===== src/rtl/mult_div_pkg.sv =====
// Shared types and constants for the multiply/divide unit: FSM encoding, operand width, iteration counts.
package mult_div_pkg;
  localparam int WIDTH     = 32;
  localparam int MULT_ITER = 16;
  localparam int DIV_ITER  = 32;
  localparam int ACC_W     = 2 * WIDTH + 2;
  localparam int CNT_W     = $clog2(DIV_ITER);

  typedef enum logic [1:0] { IDLE, MULT, DIV, FIN } state_t;

  function automatic logic [WIDTH-1:0] magnitude(input logic [WIDTH-1:0] v);
    return v[WIDTH-1] ? -v : v;
  endfunction
endpackage


===== src/rtl/booth_step.sv =====
// One radix-4 Booth iteration: add the recoded partial product to the accumulator top, then shift right by 2.
module booth_step
  import mult_div_pkg::*;
(
  input  logic [2:0]       digit,
  input  logic [WIDTH-1:0] mcand,
  input  logic [ACC_W-1:0] acc_in,
  output logic [ACC_W-1:0] acc_out
);
  localparam int SUM_W = WIDTH + 3;

  logic [SUM_W-1:0]       m_ext;
  logic [SUM_W-1:0]       part;
  logic [SUM_W-1:0]       sum;
  logic [SUM_W+WIDTH:0]   wide;

  always_comb begin
    m_ext = {{3{mcand[WIDTH-1]}}, mcand};
    case (digit)
      3'b001, 3'b010: part = m_ext;
      3'b011:         part = {m_ext[SUM_W-2:0], 1'b0};
      3'b100:         part = -{m_ext[SUM_W-2:0], 1'b0};
      3'b101, 3'b110: part = -m_ext;
      default:        part = '0;
    endcase
    // Two guard bits keep +/-2M from overflowing the 33-bit upper half before the shift.
    sum     = {{2{acc_in[ACC_W-1]}}, acc_in[ACC_W-1:WIDTH+1]} + part;
    wide    = {sum, acc_in[WIDTH:0]};
    acc_out = wide[SUM_W+WIDTH:2];
  end
endmodule


===== src/rtl/mult_div_ctrl.sv =====
// Sequential signed multiply (radix-4 Booth) / divide (non-restoring) unit with HI/LO result registers.
// The divide path exists only when MULT_DIV_CTRL_DIV_EN is defined; otherwise start_div is ignored.
module mult_div_ctrl #(
  parameter int WIDTH = 32
) (
  input  logic             clock,
  input  logic             reset_n,
  input  logic             start_mult,
  input  logic             start_div,
  input  logic [WIDTH-1:0] a,
  input  logic [WIDTH-1:0] b,
  output logic             busy,
  output logic             done,
  output logic             div_by_zero,
  output logic [WIDTH-1:0] hi,
  output logic [WIDTH-1:0] lo
);
  import mult_div_pkg::*;

  state_t           state, state_next;
  logic [CNT_W-1:0] count;
  logic [ACC_W-1:0] acc, acc_mult;
  logic [WIDTH-1:0] operand;
  logic             accept_mult, accept_div, last_iter;

  assign accept_mult = (state == IDLE) && start_mult;
  assign last_iter   = (count == '0);

  booth_step u_booth_step (
    .digit   (acc[2:0]),
    .mcand   (operand),
    .acc_in  (acc),
    .acc_out (acc_mult)
  );

`ifdef MULT_DIV_CTRL_DIV_EN
  logic             neg_quo, neg_rem, dbz;
  logic [WIDTH+1:0] rem_shift, rem_new;
  logic [WIDTH-1:0] quo_new, rem_fix, quo_res, rem_res;

  assign accept_div  = (state == IDLE) && start_div && !start_mult;
  assign div_by_zero = dbz;

  // Partial remainder lives in acc[ACC_W-1:WIDTH]; dividend bits shift out of acc[WIDTH-1:0] as quotient bits enter.
  always_comb begin
    rem_shift = acc[ACC_W-2:WIDTH-1];
    rem_new   = acc[ACC_W-1] ? rem_shift + {2'b00, operand} : rem_shift - {2'b00, operand};
    quo_new   = {acc[WIDTH-2:0], ~rem_new[WIDTH+1]};
    rem_fix   = rem_new[WIDTH-1:0] + (rem_new[WIDTH+1] ? operand : '0);
    quo_res   = neg_quo ? -quo_new : quo_new;
    rem_res   = neg_rem ? -rem_fix : rem_fix;
  end
`else
  logic unused_start_div;
  assign accept_div       = 1'b0;
  assign div_by_zero      = 1'b0;
  assign unused_start_div = start_div;
`endif

  always_ff @(posedge clock or negedge reset_n) begin
    if (!reset_n) state <= IDLE;
    else          state <= state_next;
  end

  always_comb begin
    state_next = state;
    case (state)
      IDLE: begin
        if (accept_mult)     state_next = MULT;
        else if (accept_div) state_next = (b == '0) ? FIN : DIV;
      end
      MULT, DIV: if (last_iter) state_next = FIN;
      FIN:       state_next = IDLE;
      default:   state_next = IDLE;
    endcase
  end

  always_comb begin
    busy = (state == MULT) || (state == DIV);
    done = (state == FIN);
  end

  // Results are written on the final iteration edge so hi/lo are already valid in the FIN (done) cycle.
  always_ff @(posedge clock or negedge reset_n) begin
    if (!reset_n) begin
      count   <= '0;
      acc     <= '0;
      operand <= '0;
      hi      <= '0;
      lo      <= '0;
`ifdef MULT_DIV_CTRL_DIV_EN
      neg_quo <= 1'b0;
      neg_rem <= 1'b0;
      dbz     <= 1'b0;
`endif
    end else begin
      if (accept_mult) begin
        count   <= CNT_W'(MULT_ITER - 1);
        acc     <= {{(ACC_W-WIDTH-1){1'b0}}, b, 1'b0};
        operand <= a;
`ifdef MULT_DIV_CTRL_DIV_EN
        dbz     <= 1'b0;
`endif
      end
`ifdef MULT_DIV_CTRL_DIV_EN
      else if (accept_div) begin
        count   <= CNT_W'(DIV_ITER - 1);
        acc     <= {{(ACC_W-WIDTH){1'b0}}, magnitude(a)};
        operand <= magnitude(b);
        neg_quo <= a[WIDTH-1] ^ b[WIDTH-1];
        neg_rem <= a[WIDTH-1];
        dbz     <= (b == '0);
      end else if (state == DIV) begin
        acc <= {rem_new, quo_new};
        if (!last_iter) count <= count - 1'b1;
        else begin
          hi <= rem_res;
          lo <= quo_res;
        end
      end
`endif
      else if (state == MULT) begin
        acc <= acc_mult;
        if (!last_iter) count <= count - 1'b1;
        else begin
          hi <= acc_mult[ACC_W-2:WIDTH+1];
          lo <= acc_mult[WIDTH:1];
        end
      end
    end
  end
endmodule


===== config.mk =====
export PLATFORM = sky130hd
export DESIGN_NAME = mult_div_ctrl
export DESIGN_NICKNAME = d
export VERILOG_FILES = /design/src/rtl/mult_div_pkg.sv /design/src/rtl/booth_step.sv /design/src/rtl/mult_div_ctrl.sv
export SDC_FILE = /design/constraint.sdc
export NUM_CORES = 1
export LEC_CHECK = 0
export CAP_MARGIN = 20
export CORE_ASPECT_RATIO = 1.1
export CORE_MARGIN = 2
export CORE_UTILIZATION = 52
export CTS_BUF_LIST = sky130_fd_sc_hd__clkbuf_16
export CTS_CLUSTER_SIZE = 30
export DETAILED_ROUTE_END_ITERATION = 10
export PLACE_DENSITY = 0.84
export SKIP_CTS_REPAIR_TIMING = 1
export SYNTH_ARGS = -nofsm -noshare
export SYNTH_HDL_FRONTEND = slang
export SYNTH_SLANG_ARGS = --single-unit

===== constraint.sdc =====
create_clock -name clock -period 14.78 [get_ports clock]
set_clock_uncertainty 0.15 [all_clocks]
set_input_delay 2.956 -clock clock [delete_from_list [all_inputs] [get_ports clock]]
set_output_delay 2.956 -clock clock [all_outputs]
set_load 0.02 [all_outputs]

# Word-level counts from Yosys, hierarchy flattened
# Index checks and enable logic that the tools add are counted.
# op_classes
addsub	4
eq_ne	12
muxes	9
bitwise	1
n_reduce_logical	11
# ops
operator	count
case mux 35 bit (4 select lines)	1
2-to-1 mux 66 bit	2
negation 35 bit	2
adder 35 bit	1
2-to-1 mux 5 bit	3
== test 3 bit, second input constant	3
== test 3 x 2 -> 1 bit, second input constant	2
inequality test 2 bit, second input constant	3
case mux 2 bit (3 select lines)	1
OR reduction 2 bit	3
zero test 5 bit	1
subtractor 5 x 1 -> 5 bit, second input constant	1
== test 2 bit, second input constant	2
2-to-1 mux 2 bit	2
AND reduction 2 bit	2
== test 3 x 1 -> 1 bit, second input constant	1
AND reduction 3 bit	1
== test 2 x 1 -> 1 bit, second input constant	1
zero test 2 bit	1
nonzero test 2 bit	1
logical AND 1 bit	1
logical OR 1 bit	1
NOT 1 bit	1
# totals
ff_bits	169
in_bits	68
output_inout_bits	67
elab_cells	43

# Depth between registers and ports, before layout
# Gate-level depths: netlist (run 1).
# depth
depth_word	6
depth_mapped	21
mapped_depth_nobuf	21

# Modules after synthesis
# From an unflattened synthesis (run 1), not the netlist that was laid out.
# hier_totals
hier_cells	1197
area_unflattened_um2	11192.0
# by_module_without_submodules
mod	instances	cells_per_inst	area_each_um2	seq_area_each_um2
mult_div_ctrl	1	559	7044.3	4229.1
booth_step	1	638	4147.7	0.0

# Worst setup path after synthesis (run 1)
# No wires, ideal clock.
# synth_timing
path_kind	reg2reg
startpoint	reg operand[13]
endpoint	reg acc[65]
setup_time_ps	78
arrival_ps	4511
t_required_ps	14552
path_slack_ps	10041
stages_incl_launch_ff	20
n_path_buf	1
period_less_slack_ps	4739
cell_sequence	dfrtp_1 > buf_6 > or4_4 > or3_1 > or2_1 > or3_4 > nor2_2 > o21ai_1 > a21oi_1 > o21ai_1 > o21ai_1 > ha_1 > a21o_1 > a21o_1 > a21o_1 > o21bai_1 > a2111oi_0 > or4_1 > a21o_1 > a21oi_1
# synth_between
elab_chain_cells	5
elab_cells_between_ends	6
classes_between	add/sub: 3; mux: 3
# synth_lines
item	line	rtl
from (decl)	mult_div_ctrl.sv:23	logic [WIDTH-1:0] operand;
from (signal assigned)	mult_div_ctrl.sv:88	operand <= '0;
from (signal assigned)	mult_div_ctrl.sv:100	operand <= a;
negation 35 bit, on equally long branches	booth_step.sv:23, booth_step.sv:22	
case mux 35 bit (4 select lines) (*)	booth_step.sv:19	case (digit)
adder 35 bit (*)	booth_step.sv:27	sum = {{2{acc_in[ACC_W-1]}}, acc_in[ACC_W-1:WIDTH+1]} + part;
2-to-1 mux 66 bit (*)	mult_div_ctrl.sv:122	else if (state == MULT) begin
2-to-1 mux 66 bit (*)	mult_div_ctrl.sv:97	if (accept_mult) begin
to (signal assigned)	mult_div_ctrl.sv:99	acc <= {{(ACC_W-WIDTH-1){1'b0}}, b, 1'b0};
to (signal assigned)	mult_div_ctrl.sv:123	acc <= acc_mult;
to (decl)	mult_div_ctrl.sv:22	logic [ACC_W-1:0] acc, acc_mult;
# Every way passes the cells marked *; elsewhere a longest branch is shown, timed or not. The select of a mux whose other input is x is not followed.
# A chain may end at the register's enable or synchronous reset.

# Final worst setup path (run 1)
# layout_timing
startpoint	reg acc[0]
endpoint	reg acc[65]
# layout_between
elab_chain_cells	6
elab_cells_between_ends	12
classes_between	add/sub: 1; eq/ne: 6; mux: 3; reduce/logical: 2
# layout_lines
item	line
== test 3 bit (tied with other cells)	booth_step.sv:19
OR reduction 2 bit	booth_step.sv:19
case mux 35 bit (4 select lines) (*)	booth_step.sv:19
adder 35 bit (*)	booth_step.sv:27
2-to-1 mux 66 bit (*)	mult_div_ctrl.sv:122
2-to-1 mux 66 bit (*)	mult_div_ctrl.sv:97
# Marked as above.

==> results of run 1 <==
==> stage by stage <==
step	utilization	hold WS (ps)	area [um^2]	std cells	setup WS [ps]
6_report	0.640	331	12300	1474	8580
5_1_grt	0.640	359	12300	1474	8260
2_1_floorplan	-	334	10300	1125	10040
4_1_cts	0.640	337	12300	1474	8790
3_3_place_gp	0.609	312	11700	1442	8950
3_5_place_dp	0.609	321	11700	1442	8840
==> worst paths after layout <==
path	start	to	slack, ps	depth (start not counted)
worst max-delay path	acc[0]	acc[65]	8580	15
worst min-delay path	hi[4]	hi[4]	330	2
worst max register to register	acc[0]	acc[65]	8580	15
worst min register to register	hi[4]	hi[4]	330	2
max in group asynchronous	reset_n	acc[65]	11020	2
min in group asynchronous	reset_n	hi[14]	2360	1
==> placed cells by master (no fill, tap or decap), types with 4 or more instances in the layout <==
cell type	count
nand2_1	191
dfrtp_1	169
clkdlybuf4s50_1	131
o21ai_0	88
nor2_1	74
mux2i_1	61
mux2_2	57
a21oi_1	54
ha_1	40
xnor2_1	39
xor2_1	30
inv_1	24
a21o_1	22
clkbuf_16	17
or3_1	15
a221oi_1	15
o21ai_1	14
nand3_1	12
nor3_1	10
a31oi_1	10
a22oi_1	9
o21bai_1	8
nand4_1	7
o21a_1	7
inv_8	7
buf_4	7
and2_1	6
nor4_1	6
o22ai_1	6
o211ai_1	6
a211oi_1	6
or2_2	5
and3_1	4
a32oi_1	4
o221ai_1	4
nand2b_1	4
nor2b_1	4
clkinv_8	4
==> cell type report <==
class	count	area, um^2
multi-input cells	860	5700
fillers	1612	6920
well taps	247	309
inverters	27	101
clock buffers	17	425
repair buffers	139	1380
clock inverters	15	173
flip-flops and latches	169	4230
==> state kept, by name, summed over array words and instances (netlist names) <==
name and count:
acc 66, operand 32, hi 32, count 5
state 2, lo 32
==> worst reg2reg max path: stages, from the launching register on <==
cell       delay, ps
dfrtp_1          990
clkinv_1         770
nor2_1           940
a221oi_1         220
nor2_1           320
ha_1             370
o21ai_0          240
a21oi_1          110
a221o_1          370
o21ai_1          220
a21boi_1         120
o21bai_1         240
a2111oi_0        190
or4_1            560
a21o_1           190
a21oi_1          130
==> per-layer routing <==
metal | track usage | vias to the layer above | routed length [um]
li1 | - | 4147 | -
met1 | 0.301 | 4172 | 10400
met2 | 0.427 | 343 | 12400
met3 | 0.0704 | 72 | 1990
met4 | 0.105 | 0 | 973
met5 | 0 | - | 0
==> cells by family (layout without fill, tap and decap cells) <==
logic type | after synthesis | count (layout) | synth area share
multiplexers | 118 | 118 | 0.122
buffers and inverters | 96 | 198 | 0.0372
XOR/XNOR | 69 | 69 | 0.0587
AND/OR/NAND/NOR | 357 | 357 | 0.154
adder cells (fa/ha/maj) | 42 | 42 | 0.0518
AO/OA/AOI/OAI | 273 | 273 | 0.165
other | 1 | 1 | 0.000364
flip-flops | 169 | 169 | 0.411
==> metrics.yaml, run 1 <==
status: "complete, no violations"
synthCells: 1125
synth_common_cells: "nand2_1, dfrtp_1, o21ai_0"
antenna_found_initial: 0
clkSinkCount: 169
ys_seq_elements: 169
die_height_um: 152
drt_first_iter_violations: 717
worst_slew_pin_slew_ps: 1150
drv_cap: 0
boundaryPins: 135
port_buffers: 132
rsz0062_at_grt: "false"
drive_above_1_share: 0.0945
arrival_ps: 6400
ctsLongestPathBuffers: 2
initial_utilization: 0.535
clock_latency_ps: 440
grt_usage: 0.251
synth_top_cell_by_area: "dfrtp_1"
slowest_delay_ps: 990
hpwl_um: 17800
synth_area_leaders: "dfrtp_1, nand2_1, mux2_2"
vias: 8734
firstDrtPassIters: 8
die-area_um2: 20900
crit_chain: "clkinv_1, nor2_1, a221oi_1, nor2_1, ha_1, o21ai_0, a21oi_1, a221o_1, o21ai_1, a21boi_1, o21bai_1, a2111oi_0, or4_1, a21o_1, a21oi_1"
finalCritPeriodShare: 0.420
ys_types: 70
rows: 53
cp_max_fo: 27
yosys_warnings: 0
async_reset_ff_frac: 1.00
finalSetupViolations: 0
crit_path_start_kind: "register"
antennaDiodeCount: 0
cts_tree: "yes"
finalHoldViolations: 0
numCtsBuffers: 17
slew_violations: 0
grt_start_max_net_pins: 86
synth_area_um2: 10300
synth_top_cell_area_share: 0.411
final.setup.tns_ps: 0
slew_headroom: 0.231
syn-num-nets: 1235
htree_levels: 4
cp-end-kind: "register"
cp.buffers_inverters: 1
synth_most_common_cell: "nand2_1"
cts_root_buf: "clkbuf_16"
grt_pass1_wl_um: 42500
critPathKind: "register to register"
cpLargestDelayFamily: "compound AO/OA/AOI/OAI gates"
drc: 0
required_ps: 14980
area_delta_synth_final_pct: 19.6
finalCriticalPeriod_ps: 6200
die_x_um: 138
cp_slowest_cell: "dfrtp_1"
avgSynthCellArea_um2: 9.15
nNetsFinal: 1324
antenna_left: 0
wirelength_um: 25800
synthFlopType: "dfrtp_1"
first_global_vias: 8381
max_freq_mhz: 161
synth-edff-count: 0
clk_pin_slew_worst_paths_ps: 70
globalRouteOverflowTotal: 0
vias_per_cell: 5.93
worstHoldPathType: "register to register"
wl_per_cell_um: 17.5
synth_seq_area_share: 0.411
core_area_um2: 19200
place_congestion: 0.935
Power of run 1 is not shown: default switching activity piles up to over one toggle a cycle in this logic, so the estimate is an artifact.
==> run 2, diff against run 1 <==
==> constraint.sdc (replaced) <==
create_clock -name clock -period 5.9 [get_ports clock]
set_clock_uncertainty 0.15 [all_clocks]
set_input_delay 1.18 -clock clock [delete_from_list [all_inputs] [get_ports clock]]
set_output_delay 1.18 -clock clock [all_outputs]
set_load 0.02 [all_outputs]
==> run 2 against run 1 <==
Final cell count increased by 0.95%. Core utilization increased by 0.68 points. Critical path depth increased by 4. Setup slack got worse by 8100 ps. Flip-flop and latch count unchanged. Non-clock buffer count increased by 14. Register-to-register slack got worse by 8100 ps. Routed wire length increased by 1.2%. Via count decreased by 0.50%. Largest cell class unchanged.
==> metrics.yaml, run 2 (same netlist as run 1, synthesis figures left out) <==
min_to: "hi[4]"
cp_slowest_cell: "a2111oi_1"
critPathKind: "register to register"
finalCritPeriodShare: 0.921
rr_worst_depth: 19
port_buffers: 132
vias_per_cell: 5.84
rows: 53
wl_per_cell_um: 17.5
first_global_vias: 8451
antenna_found_initial: 0
min_path_cells: 2
die-area_um2: 20900
rrSetupSlack_ps: 470
place_congestion: 0.961
largest_reg_flops: 66
rr_endpoint: "acc[65]"
status: "complete, no violations"
firstDrtPassIters: 5
ctsLongestPathBuffers: 2
drc: 0
slew_violations: 0
cts_root_buf: "clkbuf_16"
rsz0062_at_grt: "false"
antenna_left: 0
core_area_um2: 19200
layout_commonest_cell: "nand2_1"
initial_utilization: 0.535
finalCriticalPeriod_ps: 5430
drt_first_iter_violations: 666
area_delta_synth_final_pct: 20.9
finalHoldViolations: 0
cts_tree: "yes"
numCtsBuffers: 17
wirelength_um: 26100
cp-end-kind: "register"
final.setup.tns_ps: 0
clkSinkCount: 169
slowest_delay_ps: 580
grt_pass1_wl_um: 42600
arrival_ps: 5640
required_ps: 6100
final_cell_mix: "nand2_1, dfrtp_1, clkdlybuf4s50_1, o21ai_0, nor2_1"
crit_path_start_kind: "register"
worst_slew_pin_slew_ps: 1140
htree_levels: 4
max_freq_mhz: 184
timing.rr.start: "operand[1]"
slew_headroom: 0.240
vias: 8690
regMostFlops: "acc"
grt_usage: 0.252
finalSetupViolations: 0
clock_latency_ps: 440
grt_start_max_net_pins: 76
fill_cells: 1568
die_height_um: 152
hp-start: "hi[4]"
die_x_um: 138
clk_pin_slew_worst_paths_ps: 70
hpwl_um: 18500
crit_chain: "inv_1, ha_1, nor4b_1, and3_1, nand2_1, or3_1, or3_1, nand2_1, xnor2_1, a221oi_2, a31oi_1, ha_1, and4_1, a21boi_1, o21bai_1, a2111oi_1, o211ai_1, a21o_1, a21oi_1"
globalRouteOverflowTotal: 0
drive_above_1_share: 0.106
drv_cap: 0
cp_max_fo: 6
worstHoldPathType: "register to register"
nNetsFinal: 1338
antennaDiodeCount: 0
boundaryPins: 135
-- run 2: worst max path at each step --
stage	slack, ps	from	depth (start not counted)	to
after floorplan	1160	operand[13]	19	acc[65]
after global placement	710	operand[0]	19	acc[65]
after detailed placement	490	operand[1]	19	acc[65]
after CTS	430	operand[1]	19	acc[65]
after global routing	110	operand[6]	20	acc[65]
final	470	operand[1]	19	acc[65]
-- run 2: critical path, delay by kind of cell, from the launching register on --
kind            cells  cell delay [ps]
simple gates        7             2080
xor+xnor            1              100
buf+inv             1              100
fa+ha+maj           2              640
flops               1              430
compound gates      8             1860
-- run 2: per-stage QoR --
step                utilization  setup WS (ps)  instance area (um^2)  hold WS (ps)  instances
floorplan                     -           1160                 10300           334       1125
global placement          0.614            713                 11800           312       1456
detailed placement        0.614            490                 11800           321       1456
CTS                       0.647            428                 12400           337       1488
global route              0.647            105                 12400           356       1488
finish                    0.647            469                 12400           334       1488
-- run 2: cell type report --
type | count | area [um^2] | share of cell area
Clock buffer | 17 | 425 | 0.0342
Tap cell | 247 | 309 | 0.0248
Timing Repair Buffer | 153 | 1480 | 0.119
Inverter | 27 | 101 | 0.00815
Clock inverter | 15 | 196 | 0.0158
Multi-Input combinational cell | 860 | 5700 | 0.458
Sequential cell | 169 | 4230 | 0.340
-- run 2: per-layer routing --
metal	part of all wire	track usage	vias to the layer above	routed length, um
met5	0	0	-	0
met4	0.043	0.132	0	1110
met3	0.071	0.0588	61	1860
met2	0.47	0.423	298	12400
met1	0.41	0.307	4168	10700
li1	-	-	4163	-
Power of run 2 is left out for the same reason.
==> run 3, diff against run 2 <==
--- a/config.mk
+++ b/config.mk
@@ -6,12 +6,13 @@
 export NUM_CORES = 1
 export LEC_CHECK = 0
 export CAP_MARGIN = 20
-export CORE_ASPECT_RATIO = 1.1
+export CORE_ASPECT_RATIO = 0.8
 export CORE_MARGIN = 2
 export CORE_UTILIZATION = 52
 export CTS_BUF_LIST = sky130_fd_sc_hd__clkbuf_16
 export CTS_CLUSTER_SIZE = 30
 export DETAILED_ROUTE_END_ITERATION = 10
+export GPL_ROUTABILITY_DRIVEN = 0
 export PLACE_DENSITY = 0.84
 export SKIP_CTS_REPAIR_TIMING = 1
 export SYNTH_ARGS = -nofsm -noshare
==> run 3 against run 2 <==
Via count increased by 2.3%. Register-to-register slack improved by 40 ps. Critical path depth decreased by 2. Final cell count increased by 0.87%.
==> metrics.yaml, run 3 (same netlist as run 1, synthesis figures left out) <==
worstHoldPathType: "register to register"
rr_endpoint: "hi[29]"
arrival_ps: 5540
cts_root_buf: "clkbuf_16"
drv_cap: 0
min_path_cells: 2
timing.rr.start: "operand[13]"
clkSinkCount: 169
slew_headroom: 0.430
final.setup.tns_ps: 0
grt_start_max_net_pins: 89
rows: 45
slew_violations: 0
regMostFlops: "acc"
clock_latency_ps: 440
cts_tree: "yes"
finalCriticalPeriod_ps: 5390
final-seq-area_um2: 4230
area_delta_synth_final_pct: 21.1
status: "complete, no violations"
critPathKind: "register to register"
first_global_vias: 8635
multiInputGateArea_um2: 5700
cp_max_fo: 10
ctsLongestPathBuffers: 2
met1_length_um: 11800
rr_worst_depth: 17
firstDrtPassIters: 6
vias_per_cell: 5.93
htree_levels: 4
finalHoldViolations: 0
rrSetupSlack_ps: 510
boundaryPins: 135
max_freq_mhz: 185
die_height_um: 130
drc: 0
clk_pin_slew_worst_paths_ps: 70
die_x_um: 161
initial_utilization: 0.536
wl_per_cell_um: 17.5
wl_met2_um: 11400
fill_cells: 1554
core_area_um2: 19200
worst_slew_pin_slew_ps: 852
min_to: "hi[28]"
top_layer: "met5"
finalSetupViolations: 0
finalCritPeriodShare: 0.914
antennaDiodeCount: 0
grt_usage: 0.257
grt_pass1_wl_um: 42800
antenna_left: 0
cp-end-kind: "register"
rsz0062_at_grt: "false"
nNetsFinal: 1340
crit_path_start_kind: "register"
largest_reg_flops: 66
port_buffers: 132
numCtsBuffers: 17
hp-start: "hi[28]"
globalRouteOverflowTotal: 0
hpwl_um: 18600
final_cell_mix: "nand2_1, dfrtp_1, clkdlybuf4s50_1, o21ai_0, nor2_1"
wirelength_um: 26200
antenna_found_initial: 1
met3WireLength_um: 2310
drt_first_iter_violations: 934
layout_commonest_cell: "nand2_1"
die-area_um2: 20900
required_ps: 6040
vias: 8894
drive_above_1_share: 0.106
-- run 3: layout make-up --
cell class | count | share of cell area
clock inverter | 15 | 0.0153
clock buffer | 17 | 0.0341
sequential | 169 | 0.339
inverter | 27 | 0.00813
multi-input combinational | 860 | 0.457
timing repair buffer | 155 | 0.120
tap | 258 | 0.0259
-- run 3: how the worst max path moves through the flow --
| stage | from | end | slack (ps) | cells past startpoint |
|---|---|---|---|---|
| detailed placement | operand[13] | acc[65] | 710 | 18 |
| floorplan | operand[13] | acc[65] | 1160 | 19 |
| CTS | operand[13] | hi[29] | 660 | 17 |
| finish | operand[13] | hi[29] | 510 | 17 |
| global route | operand[0] | acc[65] | 130 | 19 |
| global placement | operand[13] | acc[65] | 780 | 19 |
-- run 3: worst max-delay path, cell delays in order, from the launching register on --
cell      delay, ps
dfrtp_1         500
or4_4           600
or3_1           420
or2_1           270
or3_4           390
nor2_2          180
xnor2_1          80
o22ai_1         360
ha_1            390
a21o_1          220
a21o_1          180
a21o_1          190
a211o_1         300
o211ai_1        260
a21boi_0        160
or3_1           390
nand2_1         140
o21ai_1          70
-- run 3: per-stage QoR --
| step | util | instance area, um^2 | cells | worst slack, ps | hold slack [ps] |
|---|---|---|---|---|---|
| 2_1_floorplan | - | 10300 | 1125 | 1160 | 334 |
| 6_report | 0.649 | 12500 | 1501 | 505 | 332 |
| 5_1_grt | 0.649 | 12500 | 1501 | 127 | 369 |
| 3_3_place_gp | 0.617 | 11800 | 1469 | 780 | 310 |
| 3_5_place_dp | 0.617 | 11800 | 1469 | 713 | 324 |
| 4_1_cts | 0.649 | 12500 | 1501 | 661 | 341 |
-- run 3: layer usage --
metal	global-route usage	up-vias
met3	0.0540	61
li1	-	4183
met1	0.361	4225
met2	0.397	423
met5	0	-
met4	0.0945	2
Power of run 3 is left out for the same reason.
